`config.mk`:
```
export PLATFORM = sky130hd
export DESIGN_NAME = ysyx_22050078_pcu
export DESIGN_NICKNAME = d
export VERILOG_FILES = /design/src/rtl/ysyx_22050078_pcu.sv
export SDC_FILE = /design/constraint.sdc
export NUM_CORES = 1
export LEC_CHECK = 0
export BUFFER_PORTS_ARGS = -buffer_cell sky130_fd_sc_hd__buf_4
export CAP_MARGIN = 20
export CORE_MARGIN = 4
export CORE_UTILIZATION = 45
export DETAILED_ROUTE_END_ITERATION = 6
export PLACE_DENSITY = 0.68
export SKIP_CTS_REPAIR_TIMING = 1
export SYNTH_ARGS = -nofsm -noshare
export SYNTH_HDL_FRONTEND = slang
export SYNTH_SLANG_ARGS = --single-unit
export TNS_END_PERCENT = 50
```
`constraint.sdc`:
```
create_clock -name clk -period 16.85 [get_ports clk]
set_input_delay 0 -clock clk [delete_from_list [all_inputs] [get_ports clk]]
set_output_delay 0 -clock clk [all_outputs]
set_load 0.02 [all_outputs]
```
`src/rtl/ysyx_22050078_pcu.sv`:
```
// Program-counter unit: holds the fetch PC, hands it to the IFU over valid/ready,
// and applies trap/jump redirects (including ones that arrive during a stall) plus halt.
module ysyx_22050078_pcu #(
  parameter int unsigned          CPU_WIDTH  = 64,
  parameter logic [CPU_WIDTH-1:0] RESET_PC   = CPU_WIDTH'(64'h8000_0000),
  parameter int unsigned          INST_BYTES = 4
) (
  input  logic                 clk,
  input  logic                 rst,
  input  logic                 i_ready,
  input  logic                 i_stall,
  input  logic                 i_jump_en,
  input  logic [CPU_WIDTH-1:0] i_jump_pc,
  input  logic                 i_trap_en,
  input  logic [CPU_WIDTH-1:0] i_trap_pc,
  input  logic                 i_halt,
  output logic [CPU_WIDTH-1:0] o_pc,
  output logic                 o_pc_valid,
  output logic                 o_misalign,
  output logic [63:0]          o_fetch_cnt,
  output logic                 o_halted
);

  typedef enum logic [1:0] {BOOT, RUN, HALT} state_t;

  state_t               state, state_nxt;
  logic [CPU_WIDTH-1:0] pc_nxt;
  logic                 pc_valid_nxt;
  logic                 misalign_nxt;
  logic [63:0]          fetch_cnt_nxt;
  logic                 halted_nxt;

  // Redirect captured while stalled; kind decides whether a later jump may overwrite it.
  logic                 pend_vld, pend_vld_nxt;
  logic                 pend_trap, pend_trap_nxt;
  logic [CPU_WIDTH-1:0] pend_pc, pend_pc_nxt;

  logic                 fire;
  logic                 redir;
  logic [CPU_WIDTH-1:0] redir_pc;

  always_ff @(posedge clk or posedge rst) begin
    if (rst) begin
      state       <= BOOT;
      o_pc        <= RESET_PC;
      o_pc_valid  <= 1'b0;
      o_misalign  <= 1'b0;
      o_fetch_cnt <= 64'd0;
      o_halted    <= 1'b0;
      pend_vld    <= 1'b0;
      pend_trap   <= 1'b0;
      pend_pc     <= '0;
    end else begin
      state       <= state_nxt;
      o_pc        <= pc_nxt;
      o_pc_valid  <= pc_valid_nxt;
      o_misalign  <= misalign_nxt;
      o_fetch_cnt <= fetch_cnt_nxt;
      o_halted    <= halted_nxt;
      pend_vld    <= pend_vld_nxt;
      pend_trap   <= pend_trap_nxt;
      pend_pc     <= pend_pc_nxt;
    end
  end

  // Next-state, next-PC and redirect bookkeeping.
  always_comb begin
    state_nxt     = state;
    pc_nxt        = o_pc;
    pc_valid_nxt  = o_pc_valid;
    misalign_nxt  = 1'b0;
    fetch_cnt_nxt = o_fetch_cnt;
    halted_nxt    = o_halted;
    pend_vld_nxt  = pend_vld;
    pend_trap_nxt = pend_trap;
    pend_pc_nxt   = pend_pc;
    fire          = 1'b0;
    redir         = 1'b0;
    redir_pc      = '0;

    case (state)
      BOOT: begin
        state_nxt    = RUN;
        pc_valid_nxt = 1'b1;
      end
      RUN: begin
        if (i_halt) begin
          state_nxt     = HALT;
          pc_valid_nxt  = 1'b0;
          halted_nxt    = 1'b1;
          pend_vld_nxt  = 1'b0;
          pend_trap_nxt = 1'b0;
        end else if (i_stall) begin
          if (i_trap_en) begin
            pend_vld_nxt  = 1'b1;
            pend_trap_nxt = 1'b1;
            pend_pc_nxt   = i_trap_pc;
          end else if (i_jump_en && !(pend_vld && pend_trap)) begin
            pend_vld_nxt  = 1'b1;
            pend_trap_nxt = 1'b0;
            pend_pc_nxt   = i_jump_pc;
          end
        end else begin
          fire = o_pc_valid & i_ready;
          if (i_trap_en) begin
            redir    = 1'b1;
            redir_pc = i_trap_pc;
          end else if (i_jump_en) begin
            redir    = 1'b1;
            redir_pc = i_jump_pc;
          end else if (pend_vld) begin
            redir    = 1'b1;
            redir_pc = pend_pc;
          end
          if (redir) begin
            pc_nxt       = {redir_pc[CPU_WIDTH-1:2], 2'b00};
            misalign_nxt = |redir_pc[1:0];
          end else if (fire) begin
            pc_nxt = o_pc + CPU_WIDTH'(INST_BYTES);
          end
          if (fire) fetch_cnt_nxt = o_fetch_cnt + 64'd1;
          pend_vld_nxt  = 1'b0;
          pend_trap_nxt = 1'b0;
        end
      end
      HALT: begin
        pc_valid_nxt = 1'b0;
        halted_nxt   = 1'b1;
      end
      default: state_nxt = BOOT;
    endcase
  end

endmodule

```
==> key figures, run 1 <==
Routing
  – Vias per cell: 5.77
  – 1st-iter DRT viols: 1001
  – Vias: 12.0k
  – Pre-Repair DR Iteration Count: 5
  – DRT antenna net count: 0
  – # DRC: 0
  – WL per Instance: 19.0 um
  – WL final: 39300 um

Synthesis
  – Mapped Area: 11600 um2
  – FFs w/ async S/R, synth: 100%
  – Distinct cell type count after synthesis: 68
  – Prevailing post-synth register cell: dfrtp_1
  – Synthesized area per cell: 8.38 um2
  – Synth warn: 0
  – Post-synth EDFFs: 0
  – Mapped Cells: 1384
  – Synth Register Bits: 197
  – Sequential area share after synthesis: 42.5%

Setup path
  – R2r startpoint: pend_vld
  – Kind of critical path: flop to flop
  – Worst r2r dst: o_pc[59]
  – CP Data Arrival Time: 3.86 ns
  – FF-to-FF setup slack: 13.29 ns
  – Worst Reg-to-Reg Cells: 10
  – CP startpoint kind: flop
  – CP endpoint kind: flop
  – Critical path peak fanout: 54
  – CP required: 17.15 ns

Timing
  – Worst rel slew slack: 30.7%
  – Final slew viol count: 0
  – Fin. Hold Viols: 2
  – RSZ-0062 raised after global routing: no
  – Final hold slack: -0.0330 ns
  – Total negative slack: 0 ns
  – Tmin final: 3.56 ns
  – Peak Freq: 281 MHz
  – Worst Max-Slew Pin Slew: 1.04 ns
  – Period utilisation layout: 21.1%
  – Final setup fails: 0
  – Final clock skew: 0.0143 ns

CTS
  – H-Tree Depth: 4
  – Worst-Skew Late Latency: 0.46 ns
  – Clk sinks: 197
  – Root Buffer: clkbuf_16
  – CTS tree: done
  – Clock tree buffer depth: 2
  – Num CTS Buffers: 17
  – Clk slew on worst S/H paths: 0.08 ns

Job
  – Total of max-cap violations: 0

Hold path
  – Hold depth: 5
  – Hold path startpoint: i_trap_pc[48]
  – Hold Crit Endpoint: o_pc[48]
  – Hold/Removal Path Class: primary input to flop

Global routing
  – Largest net degree at the start of global routing: 105
  – Vias in the first global route: 10.6k
  – Initial antenna violation count: 0
  – First-pass GRT wire length: 58500 um
  – GRT Overall Usage: 25.8%
  – Total congestion overflow: 0

Floorplanning
  – Die Area: 28400 um2
  – Initial Utilization: 45.9%
  – Row count: 58
  – Ports: 266
  – Die Y: 169 um
  – Core ar.: 25300 um2
  – Chip width: 169 um

Layout
  – Area occupied by multi-input gates: 6150 um2
  – Final net count: 1874
  – Register area: 4930 um2
  – Final Cell Area: 15800 um2
  – Area delta synth->final: 36.2%
  – Fraction of layout cells with a size suffix above 1: 18.8%
  – Ant. Diodes: 0
  – Filler cells: 2199

Placed design
  – I/O Buffers: 263
  – GPL Wtd Cong: 0.913
  – Detailed placement HPWL: 27000 um
  – Dpl cell area: 13700 um2

Run status
  – Failing checks: hold timing
  – Outcome: finished with violations

Pwr
  – Pwr Density: 65.8 nW/um2
  – Leakage power: 7.17 nW
  – Maximum vdd drop: 58.8 uV
## critical path: stages (launching register included)
cell and delay [ns]:
dfrtp_1 0.36, buf_4 0.31, nor3_4 0.22, buf_4 0.53
nor2_1 0.24, buf_4 0.25, nor2_2 0.76, buf_4 0.42
a21oi_1 0.07, o22ai_1 0.17, a311oi_1 0.07
## kinds of logic after synthesis
kind of cell,count (synthesis),share of synthesized area (%)
simple gates,522,21.7
compound gates,384,18.9
flops,197,42.5
buf+inv,131,4.58
mux,80,6.91
xor+xnor,63,4.76
fa+ha+maj,6,0.647
other cells,1,0.0323
## cell type report
class / count / share of cell area (%)
multi-input combinational: 1057 / 38.9
clock buffer: 17 / 2.69
timing repair buffer: 418 / 22.1
inverter: 42 / 1.05
tap: 330 / 2.61
clock inverter: 15 / 1.36
sequential: 197 / 31.2
## worst max-delay path by stage
stage	startpoint	end	slack [ns]
floorplan	rst	o_fetch_cnt[0]	11.48
detailed placement	pend_vld	o_pc[42]	13.22
CTS	pend_vld	o_pc[42]	13.14
global route	pend_vld	o_pc[59]	13.02
finish	pend_vld	o_pc[59]	13.29
global placement	pend_vld	o_pc[42]	13.35
## layer usage
layer | wire length [um] | GRT usage [%]
met5 | 0 | 0
met1 | 16100 | 33.5
met2 | 18900 | 41.9
met3 | 2380 | 5.11
met4 | 1990 | 11.7
## flip-flops by register name, indices dropped and copies added, names as in the netlist
name and flops:
o_fetch_cnt 64, pend_pc 64, o_pc 62, state 2
o_halted 1, o_misalign 1, o_pc_valid 1, pend_trap 1
pend_vld 1
## stage by stage
| step | hold WS [ns] | total power [mW] | std cells | utilization, % | setup slack [ns] |
|---|---|---|---|---|---|
| finish | -0.0330 | 1.04 | 2076 | 62.6 | 13.29 |
| global placement | 0.201 | 0.569 | 1900 | 54.3 | 13.35 |
| floorplan | 0.148 | 0.525 | 1385 | - | 11.48 |
| detailed placement | 0.199 | 0.570 | 1900 | 54.3 | 13.22 |
| CTS | -0.292 | 1.01 | 1932 | 56.9 | 13.14 |
| global route | -0.00143 | 1.08 | 2076 | 62.6 | 13.02 |
## cells in the mapped netlist, types with 6 or more instances
cell	count	area [um2]
a211oi_1	6	45.0
a21oi_1	148	741
a31oi_1	8	50.1
and3_1	20	125
and4_1	16	140
buf_1	15	56.3
buf_2	14	70.1
buf_4	6	45.0
clkbuf_1	54	203
dfrtp_1	196	4900
ha_1	6	75.1
inv_1	42	158
mux2i_1	79	791
nand2_1	208	781
nand3_1	56	280
nand3b_1	6	45.0
nand4_1	40	250
nor2_1	103	387
nor3_1	20	100
nor3_2	6	60.1
nor4_1	13	81.3
o211ai_1	7	52.6
o21ai_0	143	716
o22ai_1	6	37.5
o311ai_1	6	52.6
o31ai_1	8	60.1
xnor2_1	40	350
xor2_1	23	201
## cells in the final DEF, fill, tap and decap left out, types with 7 or more instances in the layout
master | synthesis | layout
a21oi_1 | 148 | 148
a31oi_1 | 8 | 8
and3_1 | 20 | 20
and4_1 | 16 | 16
buf_4 | 6 | 274
clkbuf_16 | 0 | 17
dfrtp_1 | 196 | 196
dlygate4sd3_1 | 0 | 143
inv_1 | 42 | 41
mux2i_1 | 79 | 79
nand2_1 | 208 | 208
nand3_1 | 56 | 56
nand4_1 | 40 | 40
nor2_1 | 103 | 103
nor3_1 | 20 | 20
nor4_1 | 13 | 13
o211ai_1 | 7 | 7
o21ai_0 | 143 | 143
o31ai_1 | 8 | 8
xnor2_1 | 40 | 40
xor2_1 | 23 | 23
## report_power, final
| group | total [mW] | leakage, nW | internal (mW) | switching [mW] |
|---|---|---|---|---|
| Sequential | 0.472 | 2.70 | 0.472 | 0 |
| Clock | 0.447 | 0.311 | 0.221 | 0.225 |
| Combinational | 0.121 | 4.17 | 0.0641 | 0.0565 |
Power figures use the tool's default switching activity.
==> run 2, diff against run 1 <==
- ABC_AREA: unset -> 1
- PLACE_DENSITY: 0.68 -> 0.71
- clock period: 16.85 -> 3.2 ns (I/O delays scaled with it)
==> key figures, run 2 <==
Timing
  – Final setup fails: 0 (unchanged)
  – Worst rel slew slack: 39.5% (+8.8 points)
  – Fin. Hold Viols: 0 (-2)
  – Final slew viol count: 0 (unchanged)
  – Final setup margin: 0.598 ns (-12.69 ns)
  – Final clock skew: 0.0177 ns (+0.00341 ns)
  – Tmin final: 2.60 ns (-0.955 ns)
  – Peak Freq: 384 MHz (+37%)
  – RSZ-0062 raised after global routing: no
  – Worst Max-Slew Pin Slew: 0.908 ns (-0.132 ns)
  – Total negative slack: 0 ns (unchanged)
  – Period utilisation layout: 81.3% (+60 points)

Routing
  – # DRC: 0 (unchanged)
  – 1st-iter DRT viols: 1241 (+24%)
  – WL final: 46100 um (+17%)
  – Vias per cell: 5.52 (-4.4%)
  – WL per Instance: 18.4 um (-2.9%)
  – Vias: 13.8k (+15%)
  – Pre-Repair DR Iteration Count: 6 (+1)
  – Met2 WL: 21700 um (+15%)
  – Highest metal used: met4
  – DRT met1 WL: 20000 um (+24%)
  – DRT antenna net count: 0 (unchanged)
  – Wire length on met3: 3260 um (+37%)

Hold path
  – Hold/Removal Path Class: primary input to flop

Setup path
  – Count of buffer and inverter cells on the critical path: 4 (unchanged)
  – Top Family by Delay on Critical Path: buffers and inverters
  – Kind of critical path: flop to flop
  – CP endpoint kind: flop
  – CP required: 3.53 ns (-13.62 ns)
  – CP max stage cell: dfrtp_1
  – CP Data Arrival Time: 2.94 ns (-0.92 ns)
  – Crit path cell chain: inv_1 > ha_1 > nand3_2 > nor2_4 > inv_2 > nand2_2 > inv_2 > a21oi_1 > o211ai_1 > o21ai_0 > inv_1
  – FF-to-FF setup slack: 0.60 ns (-12.69 ns)
  – Critical path peak fanout: 42 (-22%)
  – CP startpoint kind: flop
  – Crit-path max cell delay: 0.41 ns (-0.35 ns)

Pwr
  – Leakage power: 7.42 nW (+3.4%)
  – Pwr Density: 689 nW/um2 (+950%)
  – Total power: 11.4 mW (+990%)
  – Maximum vdd drop: 310 uV (+430%)

CTS
  – Num CTS Buffers: 17 (unchanged)
  – CTS tree: done
  – Worst-Skew Late Latency: 0.44 ns (-0.02 ns)
  – Clk slew on worst S/H paths: 0.09 ns (about the same)
  – Clk sinks: 197 (unchanged)
  – Clock tree buffer depth: 2 (unchanged)
  – Root Buffer: clkbuf_16
  – H-Tree Depth: 4 (unchanged)

Floorplanning
  – Row count: 60 (+3.4%)
  – Ports: 266 (unchanged)
  – Core ar.: 27000 um2 (+6.7%)
  – Initial Utilization: 45.8% (-0.19 points)
  – Die Y: 174 um (+2.9%)
  – Die Area: 30100 um2 (+6.0%)
  – Chip width: 174 um (+2.9%)

Layout
  – Ant. Diodes: 0 (unchanged)
  – Final Cell Area: 16500 um2 (+4.5%)
  – Area delta synth->final: 33.8%
  – Filler cells: 2478 (+13%)
  – Commonest non-fill, non-tap cell in the layout: nand2_1
  – Largest regs: o_fetch_cnt x64, pend_pc x64, o_pc x62
  – Most frequent cells in the layout: 531 x nand2_1, 323 x nor2_1, 272 x buf_4
  – Fraction of layout cells with a size suffix above 1: 15.7% (-3.2 points)
  – Final net count: 2293 (+22%)

Synthesis
  – Post-synthesis simple-gate area fraction: 34.7% (+13 points)
  – Yosys top cell area share: 39.8% (-2.5 points)
  – Distinct cell type count after synthesis: 45 (-34%)
  – Mapped Cells: 1791 (+29%)
  – Synth Register Bits: 197 (unchanged)
  – Synth area leader: dfrtp_1
  – Prevailing post-synth register cell: dfrtp_1
  – Synth top area cells: dfrtp_1 40%, nand2_1 16%, nor2_1 9.9%
  – Largest family of logic cells by synthesized area: simple AND/OR/NAND/NOR gates
  – Post-synth EDFFs: 0 (unchanged)
  – Mux contribution to synthesized area: 0.0913% (-6.8 points)
  – Synth top cells by count: 531 x nand2_1, 324 x nor2_1, 196 x dfrtp_1
  – FFs w/ async S/R, synth: 100% (unchanged)
  – Mapped Area: 12300 um2 (+6.3%)
  – Compound-Gate Fraction of Synth Area: 13.6% (-5.3 points)
  – Synthesized area per cell: 6.89 um2 (-18%)
  – Synth Area in XOR/XNOR: 4.12% (-0.64 points)
  – Post-synthesis adder-cell area fraction: 0.609% (-0.038 points)
  – Sequential area share after synthesis: 40.0% (-2.5 points)
  – Synth warn: 0 (unchanged)
  – Cell with the most instances after synthesis: nand2_1

Global routing
  – Initial antenna violation count: 0 (unchanged)
  – Total congestion overflow: 0 (unchanged)
  – Largest net degree at the start of global routing: 128 (+22%)
  – GRT Overall Usage: 28.3% (+2.5 points)
  – Vias in the first global route: 12.5k (+18%)
  – First-pass GRT wire length: 68700 um (+17%)

Placed design
  – I/O Buffers: 263 (unchanged)
  – Dpl cell area: 14600 um2 (+6.5%)
  – Detailed placement HPWL: 33600 um (+24%)
  – GPL Wtd Cong: 0.935 (+2.5%)
  – Setup WS pre-CTS: 0.672 ns (-12.55 ns)

Job
  – Total of max-cap violations: 0 (unchanged)

Run status
  – Outcome: finished clean
==> run 2: worst reg2reg max path, delay by kind of cell (launching register included) <==
family | cells | cell delay, ns
buffers and inverters | 4 | 0.64
and+or+nand+nor | 3 | 0.63
AOI/OAI and AO/OA | 3 | 0.53
DFF | 1 | 0.41
adders and majority gates | 1 | 0.26
==> run 2: area by class of cell <==
cell class | count | area [um2] | share of cell area, %
inverter | 143 | 542 | 3.28
tap | 341 | 427 | 2.58
timing repair buffer | 409 | 3460 | 21.0
multi-input combinational | 1384 | 6570 | 39.8
clock buffer | 18 | 429 | 2.60
clock inverter | 13 | 143 | 0.864
sequential | 197 | 4930 | 29.9
==> run 2: final timing paths <==
kind	cells after the start	end	startpoint
worst max register to register	11	o_pc[33]	state[1]
worst min-delay path	5	o_pc[3]	i_jump_pc[3]
min in group asynchronous	4	o_pc_valid	rst
worst max-delay path	11	o_pc[33]	state[1]
worst min register to register	1	o_fetch_cnt[63]	o_fetch_cnt[63]
max in group asynchronous	4	o_fetch_cnt[40]	rst
==> run 2: metal layers <==
layer | up-vias | track usage (%)
met4 | 0 | 7.98
li1 | 6601 | -
met2 | 650 | 45.0
met5 | - | 0
met1 | 6491 | 40.8
met3 | 80 | 3.62
==> run 2: cell families after synthesis <==
group	Yosys count
simple gates	1039
compound gates	278
buf+inv	211
flops	197
xor+xnor	58
fa+ha+maj	6
other cells	1
mux	1
==> run 2: metrics by stage <==
step / hold WS, ns / std cells / util, %
final: 0.0253 / 2505 / 61.2
after CTS: -0.187 / 2373 / 56.3
after floorplan: 0.137 / 1792 / -
after global routing: 0.0402 / 2505 / 61.2
after global placement: 0.278 / 2342 / 54.2
after detailed placement: 0.290 / 2342 / 54.2
==> run 2: report_power, final <==
part,switching [mW],total (mW),internal [mW]
Sequential,1.05,4.39,3.34
Clock,1.11,2.15,1.04
Combinational,2.66,4.84,2.18
==> run 3, diff against run 2 <==
- PLACE_DENSITY: 0.71 -> 0.68
- clock period: 3.2 -> 2.4 ns (I/O delays scaled with it)
==> key figures, run 3 (synthesis results as in run 2) <==
Floorplanning
  – Row count: 60 (unchanged)
  – Initial Utilization: 45.8% (unchanged)
  – Die Y: 174 um (unchanged)
  – Chip width: 174 um (unchanged)
  – Ports: 266 (unchanged)
  – Core ar.: 27000 um2 (unchanged)
  – Die Area: 30100 um2 (unchanged)

Placed design
  – I/O Buffers: 263 (unchanged)
  – Detailed placement HPWL: 34200 um (+2.1%)
  – Setup WS pre-CTS: 0.0796 ns (-0.593 ns)
  – GPL Wtd Cong: 0.924 (-1.2%)

Timing
  – Final slew viol count: 0 (unchanged)
  – Final setup fails: 0 (unchanged)
  – Final hold slack: -0.0401 ns (-0.0654 ns)
  – Worst Max-Slew Pin Slew: 0.680 ns (-0.227 ns)
  – RSZ-0062 raised after global routing: yes
  – Final setup margin: 0.0972 ns (-0.500 ns)
  – Tmin final: 2.30 ns (-0.300 ns)
  – Final clock skew: 0.0159 ns (-0.00187 ns)
  – Fin. Hold Viols: 2 (+2)
  – Worst rel slew slack: 54.6% (+15 points)
  – Period utilisation layout: 96.0% (+15 points)
  – Peak Freq: 434 MHz (+13%)

Run status
  – Failing checks: hold timing
  – Outcome: finished with violations

Setup path
  – CP Data Arrival Time: 2.62 ns (-0.32 ns)
  – Cell depth of the worst setup path: 9 (-2)
  – Kind of critical path: flop to flop
  – Count of buffer and inverter cells on the critical path: 3 (-1)
  – Crit-path max cell delay: 0.41 ns (about the same)
  – CP startpoint kind: flop
  – Worst Reg-to-Reg Cells: 9 (-2)
  – CP max stage cell: dfrtp_1
  – Crit path cell chain: inv_1 > ha_1 > nand3_2 > nor2_4 > inv_4 > nand2_2 > buf_12 > o21ai_0 > mux2_2
  – CP endpoint kind: flop
  – Critical path peak fanout: 69 (+64%)
  – CP required: 2.72 ns (-0.81 ns)
  – Top Family by Delay on Critical Path: buffers and inverters

Layout
  – Filler cells: 2410 (-2.7%)
  – Final net count: 2312 (+0.83%)
  – Fraction of layout cells with a size suffix above 1: 16.5% (+0.82 points)
  – Area delta synth->final: 35.6%
  – Final core occ: 62.1% (+0.82 points)
  – Largest regs: o_fetch_cnt x64, pend_pc x64, o_pc x62
  – Commonest non-fill, non-tap cell in the layout: nand2_1
  – Most frequent cells in the layout: 531 x nand2_1, 322 x nor2_1, 288 x buf_4
  – Ant. Diodes: 0 (unchanged)

CTS
  – H-Tree Depth: 4 (unchanged)
  – CTS tree: done
  – Num CTS Buffers: 17 (unchanged)
  – Root Buffer: clkbuf_16
  – Clock tree buffer depth: 2 (unchanged)
  – Worst-Skew Late Latency: 0.44 ns (about the same)
  – Clk slew on worst S/H paths: 0.08 ns (about the same)
  – Clk sinks: 197 (unchanged)

Pwr
  – Leakage power: 7.58 nW (+2.2%)
  – Pwr Density: 871 nW/um2 (+26%)
  – Maximum vdd drop: 434 uV (+40%)

Routing
  – WL final: 46800 um (+1.6%)
  – 1st-iter DRT viols: 1232 (-0.73%)
  – DRT antenna net count: 0 (unchanged)
  – Vias per cell: 5.47 (-0.84%)
  – WL per Instance: 18.5 um (+0.79%)
  – # DRC: 0 (unchanged)
  – Vias: 13.8k (-0.043%)
  – Pre-Repair DR Iteration Count: 5 (-1)

Global routing
  – GRT Overall Usage: 29.0% (+0.69 points)
  – First-pass GRT wire length: 70500 um (+2.6%)
  – Initial antenna violation count: 0 (unchanged)
  – Total congestion overflow: 0 (unchanged)
  – Vias in the first global route: 12.5k (-0.088%)
  – Largest net degree at the start of global routing: 87 (-32%)

Hold path
  – Hold depth: 5 (unchanged)
  – Hold/Removal Path Class: primary input to flop

Job
  – Total of max-cap violations: 0 (unchanged)
run 3: power by group:
group	leakage [nW]	switching [mW]	internal [mW]	total, mW
logic	4.95	3.44	2.35	5.78
registers	2.34	1.35	4.45	5.80
clock network	0.292	1.54	1.44	2.98
total	7.58	6.32	8.24	14.6
run 3: path summary, 6_finish.rpt:
check	startpoint	endpoint	slack (ns)
setup / recovery	state[1]	o_pc[14]	0.1
hold / removal	i_trap_pc[0]	pend_pc[0]	-0.04
setup reg to reg	state[1]	o_pc[14]	0.1
hold reg to reg	o_halted	o_halted	0.48
max in group asynchronous	rst	o_pc[31]	1.55
min in group asynchronous	rst	o_pc[3]	0.10
run 3: routing by layer:
metal	global-route usage, %	vias to the layer above	share of wire (%)
met5	0	-	0
met4	7.55	0	2.8
met3	4.71	85	6.9
met2	46.1	623	46
met1	41.4	6464	44
li1	-	6644	-
run 3: tightest hold or removal path, cell delays in order:
cell and delay, ns:
buf_4 0.08, nand2_1 0.04, inv_1 0.08, a21oi_1 0.05, o21ai_1 0.12
run 3: layout make-up:
class                           instances  area [um2]  area share (%)
Clock buffer                           19         443            2.65
Clock inverter                         13         156           0.935
Inverter                              143         547            3.27
Multi-Input combinational cell       1384        6580            39.3
Sequential cell                       197        4930            29.5
Tap cell                              341         427            2.55
Timing Repair Buffer                  428        3640            21.8
run 3: metrics by stage:
step / power (mW) / instances / setup TNS, ns / hold WS [ns] / cell area (um2)
floorplan: 8.88 / 1792 / -28.53 / 0.137 / 12300
global placement: 11.2 / 2361 / 0 / -0.00483 / 14800
detailed placement: 11.3 / 2361 / 0 / 0.00600 / 14800
CTS: 14.3 / 2393 / 0 / -0.467 / 15400
global route: 15.5 / 2525 / -0.112 / 0.00874 / 16700
finish: 14.6 / 2525 / 0 / -0.0401 / 16700
